File: config.mk
export PLATFORM = sky130hd
export DESIGN_NAME = imem_loader
export DESIGN_NICKNAME = d
export VERILOG_FILES = /design/src/rtl/imem_loader.sv
export SDC_FILE = /design/constraint.sdc
export NUM_CORES = 2
export LEC_CHECK = 0
export CORE_UTILIZATION = 35
export CTS_BUF_LIST = sky130_fd_sc_hd__clkbuf_16
export DETAILED_ROUTE_END_ITERATION = 6
export DONT_BUFFER_PORTS = 1
export PLACE_DENSITY_LB_ADDON = 0.1
export SETUP_SLACK_MARGIN = 0.05
export SLEW_MARGIN = 20
export SYNTH_ARGS = -nofsm -noshare
export SYNTH_HDL_FRONTEND = slang
export SYNTH_SLANG_ARGS = --single-unit
File: constraint.sdc
create_clock -name clk -period 7 [get_ports clk]
set_input_delay 0 -clock clk [delete_from_list [all_inputs] [get_ports clk]]
set_output_delay 0 -clock clk [all_outputs]
set_load 0.02 [all_outputs]
File: src/rtl/imem_loader.sv
// ---------------------------------------------------------------------------
// imem_loader -- instruction memory with a byte-stream image loader.
//
// The CPU fetches combinationally from mem[pc]. While an image is being
// loaded, setn is held low so the CPU stays frozen at its current pc. Bytes
// arrive low byte first; each low/high pair becomes one word written at an
// internal word address that starts at 0 and wraps at the memory depth.
//
// Parameters:
//   IMSB  instruction word MSB (word is two bytes, IMSB+1 bits)
//   PMSB  program counter MSB, depth = 2**(PMSB+1) words
//
// Ports:
//   clk         clock, all state changes on posedge
//   rstn        asynchronous active-low reset
//   pc          CPU fetch address
//   inst        mem[pc], no latency
//   setn        CPU run enable (low = CPU frozen)
//   load_start  begin an image load (honoured only when idle)
//   load_valid  load_byte valid
//   load_byte   image byte, low byte of each word first
//   load_last   final word marker, looked at with the high byte only
//   load_ready  loader accepts a byte this cycle
//   load_done   one-cycle pulse when the load completes
//   load_cnt    words written in the current/last load, saturates at depth
//
// Build option:
//   IMEM_BOOT_LOAD_EN  when defined, reset enters LOAD_LO so the CPU is held
//                      until the first image has been loaded; otherwise reset
//                      enters IDLE and the CPU runs from existing memory.
// ---------------------------------------------------------------------------
module imem_loader #(
    parameter int IMSB = 15,
    parameter int PMSB = 7
) (
    input  logic            clk,
    input  logic            rstn,
    input  logic [PMSB:0]   pc,
    output logic [IMSB:0]   inst,
    output logic            setn,
    input  logic            load_start,
    input  logic            load_valid,
    input  logic [7:0]      load_byte,
    input  logic            load_last,
    output logic            load_ready,
    output logic            load_done,
    output logic [PMSB+1:0] load_cnt
);

    localparam int              DEPTH   = 2 ** (PMSB + 1);
    localparam logic [PMSB+1:0] CNT_MAX = (PMSB + 2)'(DEPTH);

    typedef enum logic [1:0] {IDLE, LOAD_LO, LOAD_HI, DONE} state_t;

`ifdef IMEM_BOOT_LOAD_EN
    localparam state_t RST_STATE = LOAD_LO;
`else
    localparam state_t RST_STATE = IDLE;
`endif

    state_t        state, state_nxt;
    logic [PMSB:0] waddr;
    logic [7:0]    lo_byte;
    logic [IMSB:0] mem [DEPTH];

    logic start_load;
    logic lo_xfer;
    logic hi_xfer;

    // load_ready is only high in the two load states, so a transfer there
    // reduces to load_valid.
    assign start_load = (state == IDLE) && load_start;
    assign lo_xfer    = (state == LOAD_LO) && load_valid;
    assign hi_xfer    = (state == LOAD_HI) && load_valid;

    assign inst = mem[pc];

    always_ff @(posedge clk or negedge rstn) begin
        if (!rstn) state <= RST_STATE;
        else       state <= state_nxt;
    end

    always_comb begin
        state_nxt  = state;
        setn       = 1'b0;
        load_ready = 1'b0;
        load_done  = 1'b0;
        case (state)
            IDLE: begin
                setn = 1'b1;
                if (load_start) state_nxt = LOAD_LO;
            end
            LOAD_LO: begin
                load_ready = 1'b1;
                if (load_valid) state_nxt = LOAD_HI;
            end
            LOAD_HI: begin
                load_ready = 1'b1;
                if (load_valid) state_nxt = load_last ? DONE : LOAD_LO;
            end
            DONE: begin
                load_done = 1'b1;
                state_nxt = IDLE;
            end
            default: state_nxt = RST_STATE;
        endcase
    end

    always_ff @(posedge clk or negedge rstn) begin
        if (!rstn) begin
            waddr    <= '0;
            load_cnt <= '0;
            lo_byte  <= '0;
        end else begin
            if (start_load) begin
                waddr    <= '0;
                load_cnt <= '0;
            end
            if (lo_xfer) lo_byte <= load_byte;
            if (hi_xfer) begin
                // waddr wraps naturally at depth; later words overwrite.
                waddr <= waddr + 1'b1;
                if (load_cnt != CNT_MAX) load_cnt <= load_cnt + 1'b1;
            end
        end
    end

    // Memory is deliberately outside the reset domain: an aborted load keeps
    // whatever words were already written.
    always_ff @(posedge clk) begin
        if (hi_xfer) mem[waddr] <= (IMSB + 1)'({load_byte, lo_byte});
    end

endmodule

* Word level (Yosys, flattened, before mapping)
Memory sizes are Yosys's and may differ from the RTL's.
Index checks and enable logic that the tools add are counted.
** Word-level totals
- Register bits :: 27
- Memory bits (writable) :: 4096
- Input port bits :: 21
- Memories kept :: 1
** Memory list
- mem :: words 256, bits a word 16, rd ports 1, clocked after Yosys merged registers in 0, write ports 1, RTL line 64 : logic [IMSB:0] mem [DEPTH];
** Operators by class
- Add/sub/neg operators :: 2
- Eq/ne operators :: 7
- Multiplexer cells :: 15
- Reductions and logical operators :: 7
** Operators with widths (count)
- 9-bit two-way mux :: 3
- 8-bit two-way mux :: 2
- 9-bit by 1-bit adder with 9-bit output (second input constant) :: 1
- 9-bit != test (second input constant) :: 1
- 8-bit by 1-bit adder with 8-bit output (second input constant) :: 1
- 2-bit two-way mux :: 4
- 2-bit one-hot mux with 4 select lines :: 1
- 2-bit != test (second input constant) :: 3
- 1-bit two-way mux :: 5
- 2-bit equality test (second input constant) :: 2
- 1-bit logical AND :: 3
- 3-bit AND reduction :: 1
- 2-bit by 1-bit equality test with 1-bit output (second input constant) :: 1
- 2-bit zero test :: 1
- 2-bit nonzero test :: 1
- 2-bit OR reduction :: 1

* Logic depth before layout (Yosys ltp)
- Word-level depth :: 5
- Mapped depth :: 14
- Gate-level depth less buffers :: 9

* Worst setup path before layout
Ideal clock, no wire load.
- Path type :: reg-to-reg
- Start :: register lo_byte[0]
- End :: memory mem[0][0] (netlist bit) (data pin)
- Setup time :: 0.803 ns
- Arrival :: 3.179 ns
- Path slack :: 3.018 ns
- Cell stages (with the launch flop) :: 1
- Path buffers :: 0
- Period minus slack after synthesis :: 3.982 ns
- Cells stage by stage :: dfrtp_1
** RTL lines
- start: declaration :: RTL line 63 : logic [7:0] lo_byte;
- start signal: assignment :: RTL line 119 : if (lo_xfer) lo_byte <= load_byte;
- end: declaration :: RTL line 64
No word-level cell before the write port.

* Worst setup path in the final report
- Start :: input pc[0]
- End :: output inst[8]
** Between the ends
- Longest elaborated chain between the ends :: 1
** RTL lines
- start: declaration :: RTL line 38 : input logic [PMSB:0] pc,
- memory 256 x 16 bit
- end: declaration :: RTL line 39 : output logic [IMSB:0] inst,
Every way passes these cells.

==> flow_metrics.tcl <==
set metrics [dict create \
    regToRegStartpoint "state[0]$_DFFE_PN0P_" \
    via_per_inst 5.50 \
    slew_headroom 0.145 \
    drive_gt1_frac 0.252 \
    ys_warn_count 0 \
    p_clk_frac 0.398 \
    crit_type "in -> out" \
    seqPwrFrac 0.526 \
    ir_drop_uv 333 \
    synth_cell_types 71 \
    syn-cell-area_um2 160000 \
    cts-root-buf "clkbuf_16" \
    tightestPinTransition_ns 1.27 \
    place.gp.congestion 0.785 \
    synthTopCellsByArea "edfxtp_1, mux4_2, mux2i_1" \
    intPower_w 0.0428 \
    stdcell_count 14200 \
    max_freq_mhz 159 \
    cts_tree "yes" \
    yosys_most_used_dff "edfxtp_1" \
    drtPass1Iterations 5 \
    dp_hpwl_um 267000 \
    regArea_um2 124000 \
    min_period_ns 6.30 \
    ys_top_cells_by_count "edfxtp_1, mux4_2, mux2i_1, nor2_1, clkbuf_1" \
    die_h_um 679 \
    cts_sinks 4123 \
    ioPinCount 49 \
    syn_inst 7466 \
    fin_util 0.403 \
    grt_max_degree 258 \
    synth_nets 7497 \
    hold_path_class "in -> reg" \
    cp_max_fo 94 \
    switchingPower_w 0.0137 \
    port_buffers 0 \
    grt-ovfl-total 0 \
    leakagePower_nw 57.8 \
    p_sw_frac 0.242 \
    cts_setup_buffers 0 \
    dp_cells 13300 \
    avgRoutedWirePerCell_um 34.0 \
    power_frac_comb 0.076 \
    finalCritPeriodShare 0.899 \
    setup_viol 0 \
    synth_top_area_cell "edfxtp_1" \
    antenna_found_initial 26 \
    first_global_vias 80200 \
    die_x_um 679 \
    crit_required_ns 7.00 \
    hold_path_end "mem[243][15]$_DFFE_PP_" \
    finalSetupTns_ns 0 \
    drtIter0Drc 8264 \
    status "complete, no violations" \
    core_um2 456000 \
    reg2reg_to "mem[159][2]$_DFFE_PP_" \
    cts_made_buffers 451 \
    multi_input_area_um2 34700 \
    synth_top_area_share 0.767 \
    cts.repair.resized 0 \
    htree_levels 5 \
    synth_area_per_cell_um2 21.5 \
    synth-edff-count 4096 \
    cap_violations 0 \
    fill_cells 40200 \
    yosysMostFrequentCell "edfxtp_1" \
    reg2regPathDepth 6 \
    critPathArrivalTime_ns 6.30 \
    yosysSeqAreaShare 0.771 \
    start_kind "input pin" \
    min_path_cells 2 \
    skew_ns 0.0718 \
    rows 248 \
    drc_errors 0 \
    postRouteAntennaNets 0 \
    r2r_setup_slack_ns 2.88 \
    fin_nets 7865 \
    routed_wl_um 485000 \
    drv_slew 0 \
    insertion_delay_ns 0.99 \
    synthToLayoutAreaGrowth_pct 14.6 \
    vias 78300 \
    worstSetupEndpointType "output pin" \
    track_usage 0.207 \
    cts_buffer_depth 4 \
    clk_pin_slew_worst_paths_ns 0.06 \
    dieArea_um2 461000 \
    power.density_nw_per_um2 308 \
    initial_core_util 0.352 \
    synth.ff_latch_count 4123 \
    synthArstFlopShare 0.00655 \
    rsz0062_at_grt "no" \
    hp-start "load_byte[7]" \
    hold_viol 0 \
    grt_pass1_wl_um 669000 \
]
[power by group through the flow]
stage	Sequential, W	Combinational (W)	Clock (W)
6_report	0.0297	0.00428	0.0225
5_1_grt	0.0298	0.00453	0.0239
4_1_cts	0.0298	0.00435	0.0230
3_5_place_dp	0.0303	0.00407	0
3_3_place_gp	0.0302	0.00396	0
2_1_floorplan	0.0309	0.00154	0
[per-stage QoR]
stage,setup slack (ns),area (µm²),hold WS [ns],power (W)
3_3_place_gp,0.257,169000,-0.295,0.0342
6_report,0.705,184000,0.0165,0.0566
4_1_cts,0.443,183000,0.0336,0.0571
2_1_floorplan,3.02,160000,-0.296,0.0325
5_1_grt,0.230,184000,-0.00132,0.0582
3_5_place_dp,0.430,169000,-0.295,0.0344
[sequential cells by signal, summed over array words and instances, names as in the netlist]
| name | flops |
|---|---|
| waddr | 8 |
| state | 2 |
| load_cnt | 9 |
| lo_byte | 8 |
| mem | 4096 |
[how the worst max path moves through the flow]
stage | from | slack (ns) | depth (start not counted) | end
final | pc[0] | 0.70 | 17 | inst[8]
after CTS | pc[0] | 0.44 | 18 | inst[11]
after global routing | pc[0] | 0.23 | 19 | inst[11]
after global placement | pc[0] | 0.26 | 13 | inst[8]
after floorplan | lo_byte[0]$_DFFE_PN0P_ | 3.02 | 0 | mem[0][0]$_DFFE_PP_
after detailed placement | pc[0] | 0.43 | 18 | inst[11]
[area by class of cell]
class	instances	share of cell area
flip-flops and latches	4123	0.673
well taps	6000	0.0408
inverters	12	0.000299
clock buffers	458	0.0623
clock inverters	374	0.0137
diodes	32	0.000436
repair buffers	355	0.0209
multi-input cells	2891	0.189
[metal layers]
metal | part of all wire | GRT usage
met1 | 0.44 | 0.293
met5 | 0.000054 | 0
met4 | 0.025 | 0.0526
met3 | 0.052 | 0.0278
met2 | 0.48 | 0.337
[cell usage in the layout (no fill, tap or decap), drive strengths merged, types with 10 or more instances in the layout]
| master | count |
|---|---|
| ha | 10 |
| clkbuf | 459 |
| nand3b | 15 |
| a22oi | 38 |
| a21oi | 101 |
| o22a | 20 |
| nand3 | 51 |
| clkinv | 227 |
| a22o | 34 |
| nor2 | 338 |
| mux2 | 36 |
| bufinv | 23 |
| nor4 | 37 |
| and3 | 21 |
| o311ai | 12 |
| dfrtp | 27 |
| nor3 | 111 |
| edfxtp | 4096 |
| o22ai | 144 |
| nor2b | 19 |
| mux2i | 497 |
| buf | 334 |
| a221oi | 21 |
| or2 | 10 |
| mux4 | 875 |
| nand4 | 13 |
| inv | 127 |
| a211oi | 47 |
| o221ai | 131 |
| dlygate4sd3 | 20 |
| o21ai | 72 |
| nand2 | 157 |
| diode | 32 |
[kinds of logic (layout without fill, tap and decap cells)]
logic type	Yosys count	after routing	synth area share
flops	4123	4123	0.771
mux	1408	1408	0.157
simple gates	810	810	0.0231
compound gates	660	660	0.0292
buf+inv	452	1199	0.0187
fa+ha+maj	10	10	0.000780
xor+xnor	3	3	0.000164
other cells	0	32	0
[critical path, stage by stage]
cell      delay [ns]
buf_16          0.30
buf_16          0.40
buf_16          0.47
buf_16          0.35
buf_16          0.46
buf_16          0.31
buf_16          0.35
buf_16          0.47
buf_16          0.42
mux4_2          0.58
mux2i_1         0.15
a211oi_1        0.09
buf_4           0.21
nor4_1          0.58
nor4_2          0.12
buf_4           0.20
buf_6           0.13
[repair_timing]
item / in CTS / in global routing
setup endpoints to repair: 0 / 1
hold buffers: 29 / 1
endpoints found under the hold margin: 2102 / 16
(Power assumes the default switching activity.)
